### config.mk
export PLATFORM = sky130hd
export DESIGN_NAME = prog_loader_ctrl
export DESIGN_NICKNAME = d
export VERILOG_FILES = /design/src/rtl/prog_loader_ctrl.sv
export SDC_FILE = /design/constraint.sdc
export NUM_CORES = 1
export LEC_CHECK = 0
export CAP_MARGIN = 20
export CORE_ASPECT_RATIO = 0.75
export CORE_MARGIN = 2
export CORE_UTILIZATION = 50
export CTS_CLUSTER_SIZE = 40
export DETAILED_ROUTE_END_ITERATION = 7
export DONT_BUFFER_PORTS = 1
export HOLD_SLACK_MARGIN = 0.05
export PLACE_DENSITY = 0.73
export REMOVE_ABC_BUFFERS = 1
export SLEW_MARGIN = 20
export SYNTH_ARGS = -nofsm -noshare
export SYNTH_HDL_FRONTEND = slang
export SYNTH_SLANG_ARGS = --single-unit
### constraint.sdc
create_clock -name clk -period 2.7 [get_ports clk]
set_input_delay 0.405 -clock clk [delete_from_list [all_inputs] [get_ports clk]]
set_output_delay 0.405 -clock clk [all_outputs]
set_load 0.01 [all_outputs]
### src/rtl/prog_loader_ctrl.sv
// Program loader: parses a header/payload word stream into instruction and data
// memory writes, then releases the processor for a bounded number of cycles.
module prog_loader_ctrl #(
  parameter int DATA_W = 32
) (
  input  logic              clk,
  input  logic              reset,
  input  logic              start,
  input  logic              abort,
  input  logic [15:0]       run_cycles,
  input  logic              in_valid,
  output logic              in_ready,
  input  logic [DATA_W-1:0] in_data,
  output logic              instr_write_enable,
  output logic [7:0]        instr_write_addr,
  output logic [DATA_W-1:0] instr_write_data,
  output logic              data_init_write_enable,
  output logic [7:0]        data_init_addr,
  output logic [DATA_W-1:0] data_init_data,
  output logic              cpu_reset,
  output logic              busy,
  output logic              done,
  output logic              err
);

  typedef enum logic [2:0] {IDLE, HDR, PAYLOAD, DRAIN, RUN, DONE} state_t;

  state_t            state, state_nxt;
  logic [15:0]       budget, run_cnt;
  logic              seg_tgt, seg_last;
  logic [7:0]        seg_base, seg_cnt_m1, seg_idx;
  logic              done_r, err_r;
  logic              hs, active, accept_start, take_abort, last_word, run_end;
  logic              instr_vld_p1, data_vld_p1;
  logic [7:0]        instr_addr_p1, data_addr_p1;
  logic [DATA_W-1:0] instr_data_p1, data_data_p1;
  logic              unused_hdr_bits;

  assign unused_hdr_bits = ^in_data[29:16];

  assign in_ready     = (state == HDR) || (state == PAYLOAD);
  assign active       = (state == HDR) || (state == PAYLOAD) || (state == DRAIN) || (state == RUN);
  assign hs           = in_valid & in_ready;
  assign take_abort   = abort & active;
  assign accept_start = start & ((state == IDLE) || (state == DONE));
  assign last_word    = (seg_idx == seg_cnt_m1);
  // run_cnt is 0 in the first RUN cycle, so leaving at budget-1 gives exactly budget RUN cycles
  assign run_end      = (budget != 16'd0) && (run_cnt == budget - 16'd1);

  always_comb begin
    state_nxt = state;
    case (state)
      IDLE, DONE: if (start) state_nxt = HDR;
      HDR:        if (abort) state_nxt = IDLE;
                  else if (hs) state_nxt = PAYLOAD;
      PAYLOAD:    if (abort) state_nxt = IDLE;
                  else if (hs && last_word) state_nxt = seg_last ? DRAIN : HDR;
      DRAIN:      state_nxt = abort ? IDLE : RUN;
      RUN:        if (abort) state_nxt = IDLE;
                  else if (run_end) state_nxt = DONE;
      default:    state_nxt = IDLE;
    endcase
  end

  always_ff @(posedge clk) begin
    if (!reset) begin
      state         <= IDLE;
      budget        <= '0;
      run_cnt       <= '0;
      seg_tgt       <= 1'b0;
      seg_last      <= 1'b0;
      seg_base      <= '0;
      seg_cnt_m1    <= '0;
      seg_idx       <= '0;
      done_r        <= 1'b0;
      err_r         <= 1'b0;
      instr_vld_p1  <= 1'b0;
      instr_addr_p1 <= '0;
      instr_data_p1 <= '0;
      data_vld_p1   <= 1'b0;
      data_addr_p1  <= '0;
      data_data_p1  <= '0;
    end else begin
      state        <= state_nxt;
      instr_vld_p1 <= 1'b0;
      data_vld_p1  <= 1'b0;
      if (accept_start) begin
        budget <= run_cycles;
        done_r <= 1'b0;
        err_r  <= 1'b0;
      end
      if (take_abort) err_r <= 1'b1;
      if ((state == RUN) && run_end && !abort) done_r <= 1'b1;
      if (state == DRAIN) run_cnt <= '0;
      else if (state == RUN) run_cnt <= run_cnt + 16'd1;
      if ((state == HDR) && hs && !abort) begin
        seg_tgt    <= in_data[31];
        seg_last   <= in_data[30];
        seg_base   <= in_data[15:8];
        seg_cnt_m1 <= in_data[7:0];
        seg_idx    <= '0;
      end
      // write stage p1: accepted payload word becomes a one-cycle strobe on its target
      if ((state == PAYLOAD) && hs && !abort) begin
        seg_idx <= seg_idx + 8'd1;
        if (seg_tgt) begin
          data_vld_p1  <= 1'b1;
          data_addr_p1 <= seg_base + seg_idx;
          data_data_p1 <= in_data;
        end else begin
          instr_vld_p1  <= 1'b1;
          instr_addr_p1 <= seg_base + seg_idx;
          instr_data_p1 <= in_data;
        end
      end
    end
  end

  assign instr_write_enable     = instr_vld_p1;
  assign instr_write_addr       = instr_addr_p1;
  assign instr_write_data       = instr_data_p1;
  assign data_init_write_enable = data_vld_p1;
  assign data_init_addr         = data_addr_p1;
  assign data_init_data         = data_data_p1;
  assign cpu_reset              = (state != RUN);
  assign busy                   = active;
  assign done                   = done_r;
  assign err                    = err_r;

endmodule

==> results of run 1 <==
[registers in the layout, summed over array words and instances (netlist names)]
signal / flops
data_init_data: 32
instr_write_data: 32
budget: 16
run_cnt: 16
data_init_addr: 8
instr_write_addr: 8
seg_base: 8
seg_cnt_m1: 8
seg_idx: 8
state: 3
data_init_write_enable: 1
done: 1
err: 1
instr_write_enable: 1
seg_last: 1
seg_tgt: 1
[metrics by stage]
stage	hold slack [ns]	setup TNS [ns]	utilization
3_3_place_gp	0.443	0	0.524
2_1_floorplan	0.433	-18.62	-
5_1_grt	0.0996	0	0.573
6_report	0.117	0	0.573
3_5_place_dp	0.447	0	0.524
4_1_cts	0.102	0	0.573
[power by group through the flow]
stage | logic, W | registers [W] | clock network, W
detailed placement | 0.000357 | 0.00228 | 0
finish | 0.000364 | 0.00224 | 0.00242
floorplan | 0.000280 | 0.00227 | 0
global placement | 0.000344 | 0.00228 | 0
global route | 0.000406 | 0.00224 | 0.00253
CTS | 0.000360 | 0.00223 | 0.00245
[logic make-up (layout without fill, tap and decap cells)]
family / after synthesis / after routing / share of synthesized area
simple gates: 341 / 341 / 0.238
compound gates: 166 / 166 / 0.148
flops: 145 / 145 / 0.465
buf+inv: 62 / 63 / 0.0391
xor+xnor: 41 / 41 / 0.0576
mux: 18 / 18 / 0.0291
fa+ha+maj: 11 / 11 / 0.0233
[cell type report]
type / instances / area (sq um)
clock inverters: 14 / 176
clock buffers: 17 / 425
fillers: 1085 / 5210
inverters: 16 / 61.3
flip-flops and latches: 145 / 2900
multi-input cells: 577 / 3110
well taps: 166 / 208
repair buffers: 16 / 120
[per-layer routing]
layer | vias to the layer above | track usage
met5 | - | 0
met2 | 211 | 0.374
met1 | 2462 | 0.302
met3 | 19 | 0.0608
li1 | 2623 | -
met4 | 0 | 0.104
[worst paths after layout]
kind / startpoint / endpoint / slack, ns / depth (start not counted)
min: reset / data_init_addr[4] / 0.12 / 1
max reg2reg: budget[2] / state[0] / 0.30 / 6
max: budget[2] / state[0] / 0.30 / 6
min reg2reg: seg_last / seg_last / 0.46 / 2
[critical path, stage by stage, from the launching register on]
cell and delay [ns]:
dfxtp_1 0.40, or4_1 0.69, o31a_1 0.36, or4_1 0.47, nand3_1 0.10, nand4_1 0.12, a31oi_1 0.18
[placed cells by master, fill, tap and decap left out, types with 3 or more instances in the layout]
cell type and count:
nor3_1 7, a31oi_1 9, o211ai_1 3, nand3_1 14, nor4_1 4, and2_1 3, nand4_1 8, o31ai_1 3
buf_4 16, inv_6 7, clkbuf_16 17, xnor2_1 13, a21oi_1 107, inv_1 14, o21ai_0 14, ha_1 10
nand2_1 201, o21ai_1 8, or3_1 7, clkinv_2 3, dfxtp_1 145, mux2i_1 17, bufinv_16 3, nand2b_1 7
nor2b_1 4, and3_1 10, or4_1 4, xor2_1 28, a211oi_1 5, nor2_1 60
==> results_dict.tcl, run 1 <==
set metrics [dict create \
    outcome "finished, final reports clean" \
    die_w_um 133 \
    ys_seq_area_frac 0.465 \
    die_area_sq_um 13400 \
    power_frac_clock 0.482 \
    final_cells 951 \
    p_sw_w 0.00122 \
    internal-power_w 0.00379 \
    hold_class "in2reg" \
    via_per_inst 5.59 \
    wl_met2_um 6970 \
    wl_met1_um 7010 \
    async_flop_share 0 \
    period_needed_ns 2.40 \
    cts_num_sinks 145 \
    synth-seq-cells 145 \
    grt_setup_unrepaired "no" \
    gp_congestion 0.904 \
    endpoint_kind "flip-flop" \
    synth_area_sq_um 6240 \
    synth_area_leaders "dfxtp_1 (47%), nand2_1 (12%), a21oi_1 (8.6%)" \
    cap_viol_max_count 0 \
    nNetsFinal 837 \
    synthToLayoutAreaGrowth_pct 12.3 \
    dp_hpwl_um 10800 \
    start_util 0.511 \
    synth_warnings 0 \
    synth_cell_types 51 \
    slew_headroom 0.590 \
    path_max_fanout 8 \
    die-height_um 101 \
    combPwrFrac 0.072 \
    drive_gt1_frac 0.0701 \
    clk_latency_ns 0.41 \
    cts_buffers 17 \
    ys.flop_type "dfxtp_1" \
    antenna_found_initial 0 \
    final-hold-violation-count 0 \
    io_buffers 0 \
    period_share 0.889 \
    grt_max_degree 61 \
    htreeDepth 4 \
    drcViolationCount 0 \
    dpl_cell_area_sq_um 6400 \
    synth_common_cells "nand2_1 (201), dfxtp_1 (145), a21oi_1 (107), nor2_1 (61), clkbuf_1 (42)" \
    drtIter0Drc 447 \
    netlist.area_leader.share 0.465 \
    ir_drop_mv 0.501 \
    synth_enable_flop_cells 0 \
    wl_per_cell_um 16.2 \
    route.met3.wl_um 1190 \
    antenna_left 0 \
    slew_violations 0 \
    fin_ws_ns 0.299 \
    drtPass1Iterations 5 \
    p_seq_frac 0.446 \
    p_leak_nw 2.55 \
    finClkSkew_ns 0.00909 \
    grt_first_pass_wirelength_um 25100 \
    clk_pin_slew_ns 0.07 \
    setup_violations 0 \
    place_inst 920 \
    netlist_instances 784 \
    critPathKind "reg2reg" \
    crit_required_ns 3.03 \
    cts-root-buf "clkbuf_16" \
    track_usage 0.234 \
    yosysTopAreaCell "dfxtp_1" \
    arrival_ns 2.74 \
    tightest_slew_ns 0.616 \
    synth_most_common_cell "nand2_1" \
    final_area_sq_um 7000 \
    vias 5315 \
    n_antenna_cell 0 \
    total_power_w 0.00501 \
    first_global_vias 5231 \
    switching_share 0.244 \
    overflow 0 \
    dp_slack_ns 0.333 \
    wl_um 15400 \
    fp.coreArea_sq_um 12200 \
    post_cts_buffers 0 \
    avgSynthCellArea_sq_um 7.96 \
    ctsResizeCount 0 \
    rows 35 \
    cts_tree "built" \
    power.density_nw_per_um2 716 \
    start_kind "flip-flop" \
    io_pins 140 \
    cts.path.max_buffers 2 \
    clock.fmax_mhz 417 \
    cts_hold_buf 0 \
    top_layer_used "met4" \
]
No activity file was read; power rests on OpenSTA's default activity.
==> inputs of run 2 (changes only) <==
--- a/config.mk
+++ b/config.mk
@@ -5,15 +5,15 @@
 export SDC_FILE = /design/constraint.sdc
 export NUM_CORES = 1
 export LEC_CHECK = 0
+export BUFFER_PORTS_ARGS = -buffer_cell sky130_fd_sc_hd__buf_2
 export CAP_MARGIN = 20
 export CORE_ASPECT_RATIO = 0.75
 export CORE_MARGIN = 2
 export CORE_UTILIZATION = 50
 export CTS_CLUSTER_SIZE = 40
 export DETAILED_ROUTE_END_ITERATION = 7
-export DONT_BUFFER_PORTS = 1
 export HOLD_SLACK_MARGIN = 0.05
-export PLACE_DENSITY = 0.73
+export PLACE_DENSITY = 0.86
 export REMOVE_ABC_BUFFERS = 1
 export SLEW_MARGIN = 20
 export SYNTH_ARGS = -nofsm -noshare
==> constraint.sdc (replaced) <==
create_clock -name clk -period 2.65 [get_ports clk]
set_input_delay 0.3975 -clock clk [delete_from_list [all_inputs] [get_ports clk]]
set_output_delay 0.3975 -clock clk [all_outputs]
set_load 0.01 [all_outputs]
==> results_dict.tcl, run 2 (synthesized netlist as in run 1, its figures left out) <==
set metrics [dict create \
    outcome "finished, final reports clean" \
    r2r-end "state[0]" \
    cts_buffers 17 \
    dp_hpwl_um 11000 \
    synthToLayoutAreaGrowth_pct 23.3 \
    antenna_left 0 \
    clk_pin_slew_ns 0.07 \
    slew_violations 0 \
    cap_viol_max_count 0 \
    track_usage 0.241 \
    wl_per_cell_um 14.8 \
    cts.path.max_buffers 2 \
    grt_setup_unrepaired "no" \
    endpoint_kind "flip-flop" \
    die_area_sq_um 13400 \
    min_path_cells 3 \
    gp_congestion 0.957 \
    r2r_slack_ns 0.25 \
    crit_chain "or4_1 > o31a_1 > or4_1 > nand3_1 > nand4_1 > a31oi_1" \
    grt_first_pass_wirelength_um 25800 \
    clk_latency_ns 0.42 \
    wl_um 16200 \
    r2r_cells 6 \
    internal-power_w 0.00373 \
    htreeDepth 4 \
    setup_violations 0 \
    p_leak_nw 3.22 \
    tightest_slew_ns 0.573 \
    cts_tree "built" \
    ctsResizeCount 0 \
    critPathKind "reg2reg" \
    io_buffers 139 \
    nNetsFinal 974 \
    overflow 0 \
    arrival_ns 2.75 \
    dpl_cell_area_sq_um 7120 \
    grt_max_degree 67 \
    period_needed_ns 2.40 \
    drtIter0Drc 392 \
    combPwrFrac 0.089 \
    drcViolationCount 0 \
    via_per_inst 5.42 \
    final_cell_mix "nand2_1 (201), dfxtp_1 (145), buf_2 (139), a21oi_1 (107), nor2_1 (60)" \
    final-hold-violation-count 0 \
    cts_hold_buf 0 \
    hold_path.startpoint "run_cycles[15]" \
    hold_class "in2reg" \
    die-height_um 101 \
    switching_share 0.262 \
    ir_drop_mv 0.442 \
    r2r-start "budget[2]" \
    min_to "budget[15]" \
    cts_num_sinks 145 \
    finClkSkew_ns 0.00773 \
    first_global_vias 5326 \
    crit_top_cell "or4_1" \
    fillers 1041 \
    slowest_delay_ns 0.67 \
    p_seq_frac 0.450 \
    period_share 0.904 \
    whs_ns 0.205 \
    power_frac_clock 0.460 \
    dp_slack_ns 0.323 \
    start_kind "flip-flop" \
    p_sw_w 0.00132 \
    clock.fmax_mhz 417 \
    power.density_nw_per_um2 656 \
    fin_ws_ns 0.254 \
    drtPass1Iterations 5 \
    io_pins 140 \
    die_w_um 133 \
    layout_commonest_cell "nand2_1" \
    antenna_found_initial 0 \
    vias 5901 \
    rows 35 \
    drive_gt1_frac 0.208 \
    crit_slowest_cell "or4_1" \
    fp.coreArea_sq_um 12200 \
    start_util 0.511 \
    cts-root-buf "clkbuf_16" \
    final_area_sq_um 7700 \
    path_max_fanout 8 \
    crit_required_ns 3.01 \
    post_cts_buffers 0 \
    slew_headroom 0.608 \
    n_antenna_cell 0 \
]
-- run 2: metrics by stage --
step | power, W | TNS (ns) | utilization | instances
after floorplan | 0.00259 | -19.55 | - | 738
after global placement | 0.00275 | 0 | 0.583 | 1057
after detailed placement | 0.00276 | 0 | 0.583 | 1057
after CTS | 0.00507 | 0 | 0.630 | 1089
after global routing | 0.00524 | 0 | 0.630 | 1089
final | 0.00505 | 0 | 0.630 | 1089
-- run 2: metal layers --
layer | part of all wire | up-vias | track usage
li1 | - | 2904 | -
met4 | 0.021 | 0 | 0.106
met1 | 0.44 | 2726 | 0.326
met3 | 0.077 | 37 | 0.0513
met2 | 0.46 | 234 | 0.373
met5 | 0 | - | 0
-- run 2: power by group through the flow --
stage / sequential, W / combinational [W] / clock [W]
after floorplan: 0.00231 / 0.000285 / 0
after global placement: 0.00232 / 0.000431 / 0
after detailed placement: 0.00232 / 0.000441 / 0
after CTS: 0.00227 / 0.000446 / 0.00236
after global routing: 0.00228 / 0.000499 / 0.00246
final: 0.00227 / 0.000451 / 0.00232
-- run 2: final cells by class --
cell class	count	area (sq um)	share of cell area
multi-input cells	577	3110	0.404
flip-flops and latches	145	2900	0.377
repair buffers	153	838	0.109
clock buffers	17	425	0.0553
well taps	166	208	0.0270
clock inverters	15	151	0.0197
inverters	16	61.3	0.00797
-- run 2: how the worst max path moves through the flow --
stage | cells past startpoint | slack [ns] | end | from
2_1_floorplan | 4 | -1.09 | budget[0] | state[0]
3_3_place_gp | 6 | 0.36 | state[0] | budget[2]
3_5_place_dp | 6 | 0.32 | state[0] | budget[2]
4_1_cts | 6 | 0.30 | state[0] | budget[2]
5_1_grt | 6 | 0.15 | state[0] | budget[2]
6_report | 6 | 0.25 | state[0] | budget[2]
-- run 2: critical path: cells and delay by family, from the launching register on --
family	cells	cell delay, ns
flops	1	0.41
simple gates	4	1.37
compound gates	2	0.55
==> inputs of run 3 (changes only) <==
==> constraint.sdc (replaced) <==
create_clock -name clk -period 2.9 [get_ports clk]
set_input_delay 0.435 -clock clk [delete_from_list [all_inputs] [get_ports clk]]
set_output_delay 0.435 -clock clk [all_outputs]
set_load 0.01 [all_outputs]
==> results_dict.tcl, run 3 (synthesized netlist as in run 1, its figures left out) <==
set metrics [dict create \
    finalSetupTns_ns 0 \
    start_kind "flip-flop" \
    hold_class "in2reg" \
    synthToLayoutAreaGrowth_pct 23.0 \
    outcome "finished, final reports clean" \
    grt_max_degree 52 \
    min_path_cells 3 \
    htreeDepth 4 \
    period_needed_ns 2.37 \
    via_per_inst 5.39 \
    antenna_left 0 \
    ir_drop_mv 0.479 \
    start_util 0.511 \
    die_area_sq_um 13400 \
    cts.path.max_buffers 2 \
    cts_buffers 17 \
    slew_violations 0 \
    track_usage 0.236 \
    endpoint_kind "flip-flop" \
    drive_gt1_frac 0.204 \
    setup_violations 0 \
    die_w_um 133 \
    grt_first_pass_wirelength_um 25400 \
    r2r_slack_ns 0.53 \
    slew_headroom 0.547 \
    vias 5854 \
    cts_num_sinks 145 \
    drtPass1Iterations 5 \
    clk_pin_slew_ns 0.06 \
    n_antenna_cell 0 \
    grt_setup_unrepaired "no" \
    cts-root-buf "clkbuf_16" \
    power.density_nw_per_um2 610 \
    ctsResizeCount 0 \
    rows 35 \
    io_pins 140 \
    die-height_um 101 \
    first_global_vias 5223 \
    clk_latency_ns 0.42 \
    r2r_cells 6 \
    arrival_ns 2.72 \
    finClkSkew_ns 0.00711 \
    fp.coreArea_sq_um 12200 \
    nNetsFinal 972 \
    crit_required_ns 3.25 \
    min_to "budget[15]" \
    critPathKind "reg2reg" \
    cts_tree "built" \
    drcViolationCount 0 \
    antenna_found_initial 0 \
    ff_latch_area_sq_um 2900 \
    gp_congestion 0.914 \
    cts_hold_buf 0 \
    final-hold-violation-count 0 \
    wl_per_cell_um 14.6 \
    cap_viol_max_count 0 \
    final_cell_mix "nand2_1 (201), dfxtp_1 (145), buf_2 (139), a21oi_1 (107), nor2_1 (60)" \
    p_leak_nw 3.22 \
    clock.fmax_mhz 422 \
    wl_um 15800 \
    path_max_fanout 8 \
    r2r-end "state[0]" \
    period_share 0.816 \
    io_buffers 139 \
    multi_input_area_sq_um 3110 \
    r2r-start "budget[2]" \
    post_cts_buffers 0 \
    dp_hpwl_um 10900 \
    fin_util 0.628 \
    hold_path.startpoint "run_cycles[15]" \
    overflow 0 \
    layout_commonest_cell "nand2_1" \
    fillers 1005 \
    tightest_slew_ns 0.679 \
    drtIter0Drc 435 \
]
## run 3: power by group
group	total, W	internal, W	switching (W)
Sequential	0.00208	0.00203	0.0000494
Clock	0.00219	0.00135	0.000840
Combinational	0.000407	0.000168	0.000239
Total	0.00468	0.00355	0.00113
## run 3: worst max-delay path by stage
stage | end | slack (ns) | startpoint
final | state[0] | 0.53 | budget[2]
after global routing | data_init_addr[7] | 0.35 | seg_idx[1]
after CTS | state[0] | 0.53 | budget[2]
after detailed placement | state[0] | 0.57 | budget[2]
after global placement | state[0] | 0.62 | budget[2]
after floorplan | budget[0] | -0.84 | state[0]
## run 3: routing by layer
metal | GRT usage | wire length (um)
met2 | 0.365 | 7100
met1 | 0.325 | 7320
met3 | 0.0633 | 1170
met5 | 0 | 0
met4 | 0.0720 | 252
## run 3: cell type report
type,count,area share
Inverter,16,0.00799
Sequential cell,145,0.378
Tap cell,166,0.0271
Timing Repair Buffer,151,0.104
Clock inverter,13,0.0210
Clock buffer,19,0.0564
Multi-Input combinational cell,577,0.405
## run 3: critical path, stage by stage (launching register included)
cell     delay, ns
dfxtp_1       0.39
or4_1         0.68
o31a_1        0.36
or4_1         0.46
nand3_1       0.10
nand4_1       0.12
a31oi_1       0.19
## run 3: per-stage QoR
step | setup WS (ns) | hold WS, ns | area [sq um] | total power, W | cells
finish | 0.533 | 0.250 | 7670 | 0.00468 | 1087
CTS | 0.534 | 0.242 | 7670 | 0.00470 | 1087
detailed placement | 0.569 | 0.443 | 7080 | 0.00252 | 1055
global placement | 0.617 | 0.438 | 7080 | 0.00251 | 1055
global route | 0.347 | 0.244 | 7670 | 0.00485 | 1087
floorplan | -0.845 | 0.433 | 6060 | 0.00237 | 738
